## src/rtl/multi_bit_adder.sv

```systemverilog
// ---------------------------------------------------------------------------
// multi_bit_adder
//
// Purpose:
//   WIDTH-bit unsigned ripple-carry adder with carry-in and carry-out. The
//   combinational sum is available immediately. A one-cycle registered stage
//   also captures the result together with signed-overflow and zero flags,
//   for synchronous datapath consumers such as ALUs and accumulators.
//
// Parameters:
//   WIDTH        operand and sum width in bits (>= 1)
//
// Ports:
//   clk          system clock, rising edge
//   rst          synchronous reset, active high
//   Data_1       operand A (unsigned)
//   Data_2       operand B (unsigned)
//   Carry_in     carry into bit 0
//   in_valid     capture the current operands into the result register
//   Sum          combinational sum bits
//   Carry_out    combinational carry out of the MSB
//   Sum_q        registered sum
//   Carry_out_q  registered carry out
//   Overflow_q   registered two's-complement overflow
//   Zero_q       registered flag, set when {Carry_out,Sum} == 0
//   out_valid    the registered results are valid this cycle
// ---------------------------------------------------------------------------
module multi_bit_adder #(
  parameter int WIDTH = 4
) (
  input  logic             clk,
  input  logic             rst,
  input  logic [WIDTH-1:0] Data_1,
  input  logic [WIDTH-1:0] Data_2,
  input  logic             Carry_in,
  input  logic             in_valid,
  output logic [WIDTH-1:0] Sum,
  output logic             Carry_out,
  output logic [WIDTH-1:0] Sum_q,
  output logic             Carry_out_q,
  output logic             Overflow_q,
  output logic             Zero_q,
  output logic             out_valid
);

  logic [WIDTH-1:0] sum_bits;
  logic [WIDTH:0]   carry_chain;
  logic             carry;
  logic             overflow;
  logic             zero;

  // Ripple chain of full-adder cells. The running carry is held in a single
  // variable so the chain reads as a straight sequence and does not become a
  // self-referencing vector. Every carry is kept in carry_chain because the
  // overflow flag needs the carry into the MSB as well as the carry out.
  always_comb begin
    sum_bits    = '0;
    carry_chain = '0;
    carry       = Carry_in;
    carry_chain[0] = Carry_in;
    for (int i = 0; i < WIDTH; i++) begin
      sum_bits[i]        = Data_1[i] ^ Data_2[i] ^ carry;
      carry              = (Data_1[i] & Data_2[i]) | (carry & (Data_1[i] ^ Data_2[i]));
      carry_chain[i+1]   = carry;
    end
  end

  assign Sum       = sum_bits;
  assign Carry_out = carry_chain[WIDTH];

  // Signed overflow occurs when the carry into the MSB differs from the carry
  // out of it. When WIDTH is 1, the carry into the MSB is Carry_in itself.
  // The zero flag covers the full WIDTH+1-bit result, so a wrap to zero that
  // produces a carry does not count as zero.
  assign overflow = carry_chain[WIDTH] ^ carry_chain[WIDTH-1];
  assign zero     = ({carry_chain[WIDTH], sum_bits} == '0);

  // Result register. Reset takes priority over a capture. When in_valid is
  // low, the data registers keep their last result and only out_valid drops,
  // so a downstream consumer can still read the previous sum.
  always_ff @(posedge clk) begin
    if (rst) begin
      Sum_q       <= '0;
      Carry_out_q <= 1'b0;
      Overflow_q  <= 1'b0;
      Zero_q      <= 1'b0;
      out_valid   <= 1'b0;
    end else if (in_valid) begin
      Sum_q       <= sum_bits;
      Carry_out_q <= carry_chain[WIDTH];
      Overflow_q  <= overflow;
      Zero_q      <= zero;
      out_valid   <= 1'b1;
    end else begin
      out_valid   <= 1'b0;
    end
  end

endmodule

```

## config.mk

```make
export PLATFORM = sky130hd
export DESIGN_NAME = multi_bit_adder
export DESIGN_NICKNAME = d
export VERILOG_FILES = /design/src/rtl/multi_bit_adder.sv
export SDC_FILE = /design/constraint.sdc
export NUM_CORES = 1
export LEC_CHECK = 0
export CORE_AREA = 2 2 39 41
export CTS_CLUSTER_DIAMETER = 100
export DETAILED_ROUTE_END_ITERATION = 7
export DIE_AREA = 0 0 41 43
export PLACE_DENSITY_LB_ADDON = 0.05
export SLEW_MARGIN = 20
export SYNTH_ARGS = -nofsm -noshare
export SYNTH_HDL_FRONTEND = slang
export SYNTH_SLANG_ARGS = --single-unit
```

## constraint.sdc

```tcl
create_clock -name clk -period 3.3 [get_ports clk]
set_clock_uncertainty 0.15 [all_clocks]
set_input_delay 0.495 -clock clk [delete_from_list [all_inputs] [get_ports clk]]
set_output_delay 0.495 -clock clk [all_outputs]
set_load 0.05 [all_outputs]
```

* After elaboration in Yosys (flattened, before gate mapping) *
Index checks and enable logic that the tools add are counted.

operators by class
  reductions and logical operators = 1
  muxes and demuxes = 1
  bitwise logic cells = 21

operators by type and width
  operator         count
  $xor 1x1->1      9
  $and 1x1->1      8
  $logic_not 5->1  1
  $or 1x1->1       4
  $mux 1           1

storage, ports and cells
  output and inout port bits = 13
  input bits = 12
  bits in registers = 8
  word-level logic and storage cells = 28

* Longest topological paths before layout *
Gate-level depths: netlist (run 1).

  depth after elaboration = 10
  gate-level depth with buffers = 8
  depth with buffers taken out = 8

* Worst setup path before layout (run 1) *
No wires, ideal clock.

  kind = input -> register
  start point = input Data_1[0]
  end point = register Zero_q
  path buffers = 0
  setup time = 0.096 ns
  cell stages on the path = 8
  required time = 3.054 ns
  arrival = 2.970 ns
  setup slack = 0.084 ns
  cells stage by stage = inv_1 fa_1 inv_1 fa_1 fa_1 fa_1 or4b_4 o41ai_2

between the ends
  elaborated cells on any way between the ends = 15
  classes of those cells = bitwise: 14; reduce/logical: 1

RTL lines
  element               line  text
  start, declared       33    input logic [WIDTH-1:0] Data_1,
  $xor 1x1->1           63    carry = (Data_1[i] & Data_2[i]) | (carry & (Data_1[i] ^ Data_2[i]));
  $and 1x1->1           63
  $or 1x1->1 *          63
  $and 1x1->1 *         63
  $or 1x1->1 *          63
  $and 1x1->1 *         63
  $or 1x1->1 *          63
  $xor 1x1->1 *         62    sum_bits[i] = Data_1[i] ^ Data_2[i] ^ carry;
  net Sum[3]            37    output logic [WIDTH-1:0] Sum,
  $logic_not 5->1 *     76    assign zero = ({carry_chain[WIDTH], sum_bits} == '0);
  end signal, assigned  92    Zero_q <= zero;
  end, declared         42    output logic Zero_q,

Mark *: on every way through the listed nets, which the timed path passes. The rest lies on a longest branch.
A chain may end at the register's enable or synchronous reset.

* Final worst setup path (run 1) *
  start point = input Carry_in
  end point = output Sum[3]

between the ends
  cells in the longest elaborated chain, start to end = 7

RTL lines
  element          line  text
  start, declared  35    input logic Carry_in,
  $and 1x1->1      63
  $or 1x1->1       63
  $and 1x1->1      63
  $or 1x1->1       63
  $and 1x1->1      63
  $or 1x1->1       63
  $xor 1x1->1      62
  end, declared    37

Every way passes these cells.

==> key figures, run 1 <==
Layout
  – Nets: 83
  – Fin cells: 81
  – Layout cell share with drive strength beyond 1: 32.3%
  – Area of the multi-input gates: 221 um^2
  – Area Overhead vs Synth: 80.9%
  – Fill cells: 129
  – Post-layout util: 52.2%
  – N_diodes: 0
  – Reg area: 160 um^2

STA
  – Fmax: 0.314 GHz
  – Final worst slack: 0.114 ns
  – Period utilisation layout: 96.5%
  – RSZ-0062 raised after global routing: false
  – Setup violators final: 0
  – Worst rel slew slack: 66.4%
  – Fin crit period: 3.19 ns
  – Max-slew violations: 0
  – Fin. Hold Viols: 0
  – Worst-Margin Slew: 0.503 ns

Worst setup path
  – Critical path arrival: 2.54 ns
  – Critical Setup Path Class: input port to output port
  – Reg2reg path depth: 2
  – Critical Path Sink: Sum[3]
  – Critical Path Source: Carry_in
  – R2R Setup Slk: 2.22 ns
  – CP max FO: 2
  – CP Data Required Time: 2.65 ns
  – Setup crit end kind: output port
  – RR Startpoint: Zero_q$_SDFFE_PP0P_
  – Reg2reg end: Zero_q$_SDFFE_PP0P_
  – Worst setup SP type: input port

Logic synthesis
  – Post-Syn Instances: 36
  – Syn Area/Cell: 11.1 um^2
  – Syn nets: 52
  – Cell variety after synth: 13
  – Share of the yosys chip area belonging to registers: 40.1%
  – Yosys Warn Count: 0
  – Area of the mapped netlist: 399 um^2
  – FF+latch count, synth: 8

Worst hold path
  – Hold Path Class: flip-flop to flip-flop
  – WHS Path Cells: 2

Power
  – Lkg Pwr: 0.313 nW
  – Peak supply drop: 0.000200 V
  – Power density cells: 501 nW/um^2

Clock tree
  – Root buffer cell: clkbuf_4
  – Clock sinks: 8
  – Hold-fix buffers, CTS: 0
  – CTS Buffer Depth: 2
  – CTS tree: done
  – CTS Buf Count: 3
  – H-tree levels: 1
  – Clk Latency, worst-skew pair: 0.24 ns
  – Reg clk slew, reported paths: 0.05 ns

Floorplanning
  – DIE HEIGHT: 43 um
  – I/O pin total: 25
  – Row cnt: 14
  – Core Area: 1380 um^2
  – Horiz. Die Dim: 41 um
  – Initial core utilization: 28.8%
  – Full die area: 1760 um^2

Job
  – Maximum capacitance violations: 0

Routing
  – Via density: 4.37
  – Post-DR wirelength/cell: 12.9 um
  – Initial DRT Pass Iterations: 3
  – Antenna-violating nets left: 0
  – DR vias: 354
  – Drt total wl: 1050 um
  – First DRT Iteration DRCs: 2
  – DRC: 0

Global routing
  – First-pass GRT wire length: 1500 um
  – Global-route usage over all layers: 13.4%
  – Vias in the first global route: 360
  – Largest net degree at the start of global routing: 12
  – Overflow after GRT: 0
  – Initial antenna violation count: 0

Placement
  – Port buffer count: 24
  – Placed insts: 77
  – DP HPWL: 778 um
  – Worst slack at placement: -0.167 ns
  – Gpl congestion: 0.687

Run status
  – Status: finished, final reports clean
[area by class of cell]
class	instances	area share (%)
Inverter	5	2.60
Tap cell	16	2.77
Sequential cell	8	22.2
Timing Repair Buffer	28	38.6
Clock buffer	3	3.12
Multi-Input combinational cell	21	30.7
[per-layer routing]
layer  wire length (um)  global-route usage [%]  up-vias
li1                   -                       -      175
met1                389                    13.8      159
met2                552                    22.5       18
met3                 97                    3.66        2
met4                  6                    8.00        0
met5                  0                       0        -
[sequential cells by signal, summed over array words and instances, names as in the netlist]
name	count
Overflow_q	1
Carry_out_q	1
Zero_q	1
Sum_q	4
out_valid	1
[cell families after synthesis]
logic type                 Yosys count  share of synthesized area (%)
buffers and inverters                7                           6.89
adders and majority gates            4                           20.1
muxes                                4                           10.0
and+or+nand+nor                      9                           12.9
xor gates and xnor gates             1                           2.19
DFF                                  8                           40.1
AOI/OAI and AO/OA                    3                           7.84
[Yosys cell counts, drive strengths merged]
cell / instances / area, um^2
nor2: 6 / 22.5
inv: 5 / 18.8
nor2b: 1 / 6.26
buf: 1 / 5.00
fa: 4 / 80.1
or4b: 1 / 13.8
clkbuf: 1 / 3.75
xnor2: 1 / 8.76
o41ai: 1 / 16.3
mux2i: 4 / 40.0
dfxtp: 8 / 160
or3b: 1 / 8.76
a211oi: 2 / 15.0
[power by group]
| part | leakage [nW] | total (mW) | switching (mW) | internal (mW) |
|---|---|---|---|---|
| Sequential | 0.0661 | 0.109 | 0.00368 | 0.105 |
| Clock | 0.0138 | 0.0740 | 0.0325 | 0.0416 |
| Combinational | 0.233 | 0.179 | 0.103 | 0.0759 |
[repair_timing]
action                                  CTS  global route
setup buffers                             1             0
endpoints found under the setup margin    2             0
gates resized for setup                   9             0
[layout by cell type, fill, tap and decap left out]
cell	synthesis	final
clkdlybuf4s50_1	0	16
xnor2_1	1	1
inv_1	5	3
a211oi_1	2	2
nor2_1	6	6
dfxtp_1	8	8
or4b_4	1	1
or3b_2	1	1
dlygate4sd2_1	0	3
buf_12	0	2
clkbuf_4	0	3
inv_2	0	2
fa_2	0	4
mux2i_1	4	4
buf_4	0	7
o41ai_2	1	1
nor2b_1	1	1
[through the flow]
| stage | hold WS (ns) | total power, mW | instance area (um^2) | setup TNS [ns] |
|---|---|---|---|---|
| 4_1_cts | 0.342 | 0.366 | 722 | 0 |
| 3_5_place_dp | 0.335 | 0.283 | 686 | -0.329 |
| 6_report | 0.338 | 0.362 | 722 | 0 |
| 2_1_floorplan | 0.552 | 0.214 | 399 | 0 |
| 3_3_place_gp | 0.325 | 0.281 | 686 | -0.199 |
| 5_1_grt | 0.359 | 0.379 | 722 | 0 |
[worst min-delay path by stage]
| stage | slack [ns] | end | from |
|---|---|---|---|
| floorplan | 0.55 | Overflow_q$_SDFFE_PP0P_ | Overflow_q$_SDFFE_PP0P_ |
| global placement | 0.33 | Sum_q[1]$_SDFFE_PP0P_ | Sum_q[1]$_SDFFE_PP0P_ |
| detailed placement | 0.34 | Sum_q[0]$_SDFFE_PP0P_ | Sum_q[0]$_SDFFE_PP0P_ |
| CTS | 0.34 | Sum_q[0]$_SDFFE_PP0P_ | Sum_q[0]$_SDFFE_PP0P_ |
| global route | 0.36 | Sum_q[0]$_SDFFE_PP0P_ | Sum_q[0]$_SDFFE_PP0P_ |
| finish | 0.34 | Sum_q[0]$_SDFFE_PP0P_ | Sum_q[0]$_SDFFE_PP0P_ |
[worst max-delay path, cell delays in order]
cell and delay [ns]:
dlygate4sd2_1 0.24, inv_1 0.07, fa_2 0.19, inv_1 0.05, fa_2 0.36, fa_2 0.39
fa_2 0.60, buf_12 0.14
(Power assumes the default switching activity.)
==> run 2: changes to the inputs <==
--- a/config.mk
+++ b/config.mk
@@ -5,11 +5,14 @@
 export SDC_FILE = /design/constraint.sdc
 export NUM_CORES = 1
 export LEC_CHECK = 0
-export CORE_AREA = 2 2 39 41
+export CELL_PAD_IN_SITES_DETAIL_PLACEMENT = 1
+export CELL_PAD_IN_SITES_GLOBAL_PLACEMENT = 1
+export CORE_MARGIN = 2
+export CORE_UTILIZATION = 24
 export CTS_CLUSTER_DIAMETER = 100
 export DETAILED_ROUTE_END_ITERATION = 7
-export DIE_AREA = 0 0 41 43
 export PLACE_DENSITY_LB_ADDON = 0.05
+export SKIP_CTS_REPAIR_TIMING = 1
 export SLEW_MARGIN = 20
 export SYNTH_ARGS = -nofsm -noshare
 export SYNTH_HDL_FRONTEND = slang
==> key figures, run 2 (synthesis results as in run 1) <==
Worst hold path
  – Hold Path Class: flip-flop to flip-flop (unchanged)

Clock tree
  – Reg clk slew, reported paths: 0.06 ns (was 0.05 ns)
  – H-tree levels: 1 (unchanged)
  – CTS tree: done (unchanged)
  – CTS Buf Count: 3 (unchanged)
  – Clock sinks: 8 (unchanged)
  – CTS Buffer Depth: 2 (unchanged)
  – Root buffer cell: clkbuf_4 (unchanged)
  – Clk Latency, worst-skew pair: 0.25 ns (was 0.24 ns)

Worst setup path
  – Critical Setup Path Class: input port to output port (unchanged)
  – Worst setup SP type: input port (unchanged)
  – CP max FO: 3 (was 2)
  – R2R Setup Slk: 2.22 ns (about the same)
  – Critical Path Sink: Sum[3] (unchanged)
  – Critical Path Source: Data_1[1] (was Carry_in)
  – Reg2reg end: Zero_q$_SDFFE_PP0P_ (unchanged)
  – CP Data Required Time: 2.65 ns (about the same)
  – Critical path arrival: 2.49 ns (was 2.54 ns)
  – Reg2reg path depth: 2 (unchanged)
  – Setup crit end kind: output port (unchanged)
  – RR Startpoint: Zero_q$_SDFFE_PP0P_ (unchanged)

Layout
  – Nets: 82 (was 83)
  – N_diodes: 0 (unchanged)
  – Reg area: 160 um^2 (unchanged)
  – Fill cells: 182 (was 129)
  – Area of the multi-input gates: 221 um^2 (unchanged)
  – Most common cell after layout, fill and taps aside: clkdlybuf4s50_1 (unchanged)
  – Largest register FFs: 4 (unchanged)
  – Area Overhead vs Synth: 81.8% (was 80.9%)
  – Design area: 726 um^2 (was 722 um^2)
  – Layout cell share with drive strength beyond 1: 34.4% (was 32.3%)
  – Largest reg by FF count: Sum_q (unchanged)
  – Most frequent cells in the layout: clkdlybuf4s50_1, dfxtp_1, nor2_1, buf_4 (was clkdlybuf4s50_1, dfxtp_1, buf_4, nor2_1)

Floorplanning
  – DIE HEIGHT: 44.8 um (was 43 um)
  – Horiz. Die Dim: 44.8 um (was 41 um)
  – Core Area: 1540 um^2 (was 1380 um^2)
  – Row cnt: 14 (unchanged)
  – Initial core utilization: 25.9% (was 28.8%)
  – I/O pin total: 25 (unchanged)
  – Full die area: 2010 um^2 (was 1760 um^2)

Power
  – Lkg Pwr: 0.329 nW (was 0.313 nW)
  – Power density cells: 495 nW/um^2 (was 501 nW/um^2)
  – Tot Pwr: 359 uW (was 362 uW)
  – Peak supply drop: 0.000272 V (was 0.000200 V)

Placement
  – Port buffer count: 24 (unchanged)
  – Placed instance area: 686 um^2 (unchanged)
  – DP HPWL: 832 um (was 778 um)
  – Gpl congestion: 0.717 (was 0.687)

STA
  – Setup violators final: 0 (unchanged)
  – Worst-Margin Slew: 0.500 ns (was 0.503 ns)
  – Hold_ws: 0.340 ns (was 0.338 ns)
  – Period utilisation layout: 95.0% (was 96.5%)
  – Max-slew violations: 0 (unchanged)
  – RSZ-0062 raised after global routing: false (unchanged)
  – Fmax: 0.319 GHz (was 0.314 GHz)
  – Fin crit period: 3.13 ns (was 3.19 ns)
  – Fin. Hold Viols: 0 (unchanged)
  – Worst rel slew slack: 66.6% (was 66.4%)

Routing
  – DR vias: 360 (was 354)
  – Drt total wl: 1030 um (was 1050 um)
  – First DRT Iteration DRCs: 2 (unchanged)
  – Via density: 4.50 (was 4.37)
  – DRC: 0 (unchanged)
  – Antenna-violating nets left: 0 (unchanged)
  – Post-DR wirelength/cell: 12.9 um (about the same)
  – Initial DRT Pass Iterations: 2 (was 3)

Global routing
  – Vias in the first global route: 395 (was 360)
  – Global-route usage over all layers: 11.7% (was 13.4%)
  – First-pass GRT wire length: 1660 um (was 1500 um)
  – Overflow after GRT: 0 (unchanged)
  – Initial antenna violation count: 0 (unchanged)
  – Largest net degree at the start of global routing: 12 (unchanged)

Run status
  – Status: finished, final reports clean (unchanged)

Job
  – Maximum capacitance violations: 0 (unchanged)
-- run 2: changes by cell type in the layout (fill, tap and decap cells not counted) --
cell / delta
buf_4: -1
inv_2: +2
inv_1: -2
dlymetal6s2s_1: +3
dlygate4sd2_1: -3
-- run 2: how the worst min path moves through the flow --
| stage | from | to | depth (start not counted) |
|---|---|---|---|
| CTS | Sum_q[0]$_SDFFE_PP0P_ | Sum_q[0]$_SDFFE_PP0P_ | 2 |
| global placement | Sum_q[0]$_SDFFE_PP0P_ | Sum_q[0]$_SDFFE_PP0P_ | 2 |
| floorplan | Overflow_q$_SDFFE_PP0P_ | Overflow_q$_SDFFE_PP0P_ | 2 |
| finish | Sum_q[0]$_SDFFE_PP0P_ | Sum_q[0]$_SDFFE_PP0P_ | 2 |
| global route | Sum_q[0]$_SDFFE_PP0P_ | Sum_q[0]$_SDFFE_PP0P_ | 2 |
| detailed placement | Sum_q[0]$_SDFFE_PP0P_ | Sum_q[0]$_SDFFE_PP0P_ | 2 |
-- run 2: area by class of cell --
class,count,area share (%)
Timing Repair Buffer,27,39.0
Sequential cell,8,22.1
Tap cell,16,2.76
Clock buffer,3,3.10
Multi-Input combinational cell,21,30.5
Inverter,5,2.59
-- run 2: through the flow --
step	TNS, ns	cells	utilization, %	setup slack, ns
2_1_floorplan	0	36	-	0.0845
3_3_place_gp	-0.273	77	44.5	-0.147
3_5_place_dp	-0.461	77	44.5	-0.218
4_1_cts	-0.255	80	45.9	-0.141
5_1_grt	0	80	47.1	0.0987
6_report	0	80	47.1	0.166
-- run 2: per-layer routing --
| layer | vias to the layer above | wire (um) | track usage [%] |
|---|---|---|---|
| met2 | 16 | 537 | 20.0 |
| met1 | 170 | 405 | 12.5 |
| met5 | - | 0 | 0 |
| li1 | 174 | - | - |
| met4 | 0 | 0 | 1.76 |
| met3 | 0 | 86 | 7.20 |
-- run 2: worst max-delay path, cell delays in order --
cell,delay [ns]
clkdlybuf4s50_1,0.45
fa_2,0.41
fa_2,0.39
fa_2,0.60
buf_12,0.15
-- run 2: power breakdown --
| group | switching, mW | internal, mW | total [mW] |
|---|---|---|---|
| combinational | 0.102 | 0.0736 | 0.175 |
| clock | 0.0333 | 0.0416 | 0.0749 |
| sequential | 0.00394 | 0.105 | 0.109 |
==> run 3: changes to the inputs <==
--- a/config.mk
+++ b/config.mk
@@ -8,7 +8,8 @@
 export CELL_PAD_IN_SITES_DETAIL_PLACEMENT = 1
 export CELL_PAD_IN_SITES_GLOBAL_PLACEMENT = 1
 export CORE_MARGIN = 2
-export CORE_UTILIZATION = 24
+export CORE_UTILIZATION = 23
+export CTS_BUF_LIST = sky130_fd_sc_hd__clkbuf_2 sky130_fd_sc_hd__clkbuf_4 sky130_fd_sc_hd__clkbuf_8
 export CTS_CLUSTER_DIAMETER = 100
 export DETAILED_ROUTE_END_ITERATION = 7
 export PLACE_DENSITY_LB_ADDON = 0.05
==> constraint.sdc (replaced) <==
create_clock -name clk -period 2.65 [get_ports clk]
set_clock_uncertainty 0.15 [all_clocks]
set_input_delay 0.3975 -clock clk [delete_from_list [all_inputs] [get_ports clk]]
set_output_delay 0.3975 -clock clk [all_outputs]
set_load 0.05 [all_outputs]
==> key figures, run 3 (synthesis results as in run 1) <==
Run status
  – Status: finished with violations (was finished, final reports clean)
  – Failing checks: negative setup slack

Clock tree
  – Clk Latency, worst-skew pair: 0.25 ns (about the same)
  – Clock sinks: 8 (unchanged)
  – Root buffer cell: clkbuf_4 (unchanged)
  – CTS tree: done (unchanged)
  – Reg clk slew, reported paths: 0.05 ns (was 0.06 ns)
  – H-tree levels: 1 (unchanged)
  – CTS Buf Count: 3 (unchanged)
  – CTS Buffer Depth: 2 (unchanged)

Power
  – Comb power frac: 51.7% (was 48.8%)
  – Power density cells: 606 nW/um^2 (was 495 nW/um^2)
  – Part of the power in the clock network: 19.9% (was 20.9%)
  – Lkg Pwr: 0.354 nW (was 0.329 nW)
  – Peak supply drop: 0.000312 V (was 0.000272 V)
  – Sequential cell fraction of total power: 28.4% (was 30.3%)
  – Switch share: 38.0% (was 38.7%)
  – Internal: 295 uW (was 220 uW)
  – Sw Pwr: 181 uW (was 139 uW)

Placement
  – Gpl congestion: 0.705 (was 0.717)
  – Placed instance area: 722 um^2 (was 686 um^2)
  – DP HPWL: 917 um (was 832 um)
  – Port buffer count: 24 (unchanged)

STA
  – Fin. Hold Viols: 0 (unchanged)
  – Worst rel slew slack: 65.3% (was 66.6%)
  – Setup violators final: 3 (was 0)
  – Hold_ws: 0.335 ns (was 0.340 ns)
  – Worst-Margin Slew: 0.519 ns (was 0.500 ns)
  – Fin crit period: 2.86 ns
  – Max-slew violations: 0 (unchanged)
  – Period utilisation layout: 108%
  – Final worst slack: -0.206 ns (was 0.166 ns)
  – RSZ-0062 raised after global routing: true (was false)
  – Fmax: 0.350 GHz

Global routing
  – Busiest grt layer: met2 (unchanged)
  – Overflow after GRT: 0 (unchanged)
  – Met2 GRT Util: 20.6% (was 20.0%)
  – Vias in the first global route: 426 (was 395)
  – Largest net degree at the start of global routing: 12 (unchanged)
  – Routing usage on met3: 5.56% (was 7.20%)
  – Global-route usage over all layers: 12.3% (was 11.7%)
  – Initial antenna violation count: 0 (unchanged)
  – GRT met1 Usage: 11.9% (was 12.5%)
  – First-pass GRT wire length: 1670 um (was 1660 um)

Worst setup path
  – Setup crit end kind: output port (unchanged)
  – Critical path arrival: 2.31 ns (was 2.49 ns)
  – CP max FO: 2 (was 3)
  – Worst setup SP type: input port (unchanged)
  – Critical Setup Path Class: input port to output port (unchanged)
  – CP Data Required Time: 2.10 ns (was 2.65 ns)

Floorplanning
  – DIE HEIGHT: 45.7 um (was 44.8 um)
  – Horiz. Die Dim: 45.7 um (was 44.8 um)
  – Core Area: 1670 um^2 (was 1540 um^2)
  – Row cnt: 15 (was 14)
  – Full die area: 2080 um^2 (was 2010 um^2)
  – I/O pin total: 25 (unchanged)
  – Initial core utilization: 23.9% (was 25.9%)

Job
  – Maximum capacitance violations: 0 (unchanged)

Layout
  – Layout cell share with drive strength beyond 1: 42.6% (was 34.4%)
  – Nets: 86 (was 82)
  – Most frequent cells in the layout: clkdlybuf4s50_1, dfxtp_1, nor2_1, buf_4 (unchanged)
  – Design area: 785 um^2 (was 726 um^2)
  – Post-layout util: 47.0% (was 47.1%)
  – Area Overhead vs Synth: 96.6% (was 81.8%)
  – N_diodes: 0 (unchanged)
  – Largest reg by FF count: Sum_q (unchanged)
  – Most common cell after layout, fill and taps aside: clkdlybuf4s50_1 (unchanged)
  – Largest register FFs: 4 (unchanged)

Routing
  – First DRT Iteration DRCs: 3 (was 2)
  – DRC: 0 (unchanged)
  – Post-DR wirelength/cell: 13.0 um (was 12.9 um)
  – DR vias: 376 (was 360)
  – Via density: 4.42 (was 4.50)
  – Initial DRT Pass Iterations: 3 (was 2)
  – Drt total wl: 1110 um (was 1030 um)
  – Antenna-violating nets left: 0 (unchanged)

Worst hold path
  – Hold Path Class: flip-flop to flip-flop (unchanged)
-- run 3: cell count changes in the layout (fill, tap and decap cells not counted) --
cell,before,now
buf_12,2,3
buf_6,0,4
buf_8,0,1
clkbuf_2,0,1
clkdlybuf4s50_1,16,14
dlymetal6s2s_1,3,2
inv_2,4,2
inv_4,0,2
-- run 3: path summary, 6_finish.rpt --
check	cells after the start	end	startpoint	slack, ns
max	9	Sum[3]	Carry_in	-0.21
min	2	Overflow_q$_SDFFE_PP0P_	Overflow_q$_SDFFE_PP0P_	0.34
max reg2reg	2	Zero_q$_SDFFE_PP0P_	Zero_q$_SDFFE_PP0P_	1.58
min reg2reg	2	Overflow_q$_SDFFE_PP0P_	Overflow_q$_SDFFE_PP0P_	0.34
-- run 3: area by class of cell --
| class | count | area (um^2) |
|---|---|---|
| tap | 17 | 21.3 |
| sequential | 8 | 160 |
| timing repair buffer | 31 | 335 |
| fill | 185 | 886 |
| multi-input combinational | 21 | 221 |
| inverter | 5 | 23.8 |
| clock buffer | 3 | 22.5 |
-- run 3: power groups by stage --
stage | clock network (mW) | registers [mW] | logic, mW
after global routing | 0.111 | 0.136 | 0.259
final | 0.0945 | 0.135 | 0.246
after detailed placement | 0 | 0.138 | 0.235
after global placement | 0 | 0.137 | 0.230
after CTS | 0.104 | 0.135 | 0.236
after floorplan | 0 | 0.172 | 0.0991
-- run 3: critical path: stages --
cell and delay, ns:
buf_6 0.10, inv_4 0.04, fa_2 0.19, inv_2 0.04
fa_2 0.35, fa_2 0.38, fa_2 0.57, buf_6 0.11
buf_12 0.12
-- run 3: layer usage --
| metal | vias to the layer above | routed length (um) |
|---|---|---|
| li1 | 180 | - |
| met1 | 182 | 436 |
| met2 | 14 | 606 |
| met3 | 0 | 64 |
| met4 | 0 | 0 |
| met5 | - | 0 |
-- run 3: through the flow --
stage               cells  total power [mW]  worst slack (ns)  setup TNS, ns
finish                 85             0.475            -0.206         -0.291
global route           85             0.506            -0.256         -0.439
CTS                    83             0.475            -0.553          -1.59
detailed placement     80             0.373            -0.580          -2.65
global placement       80             0.367            -0.507          -2.09
floorplan              36             0.271            -0.261         -0.261
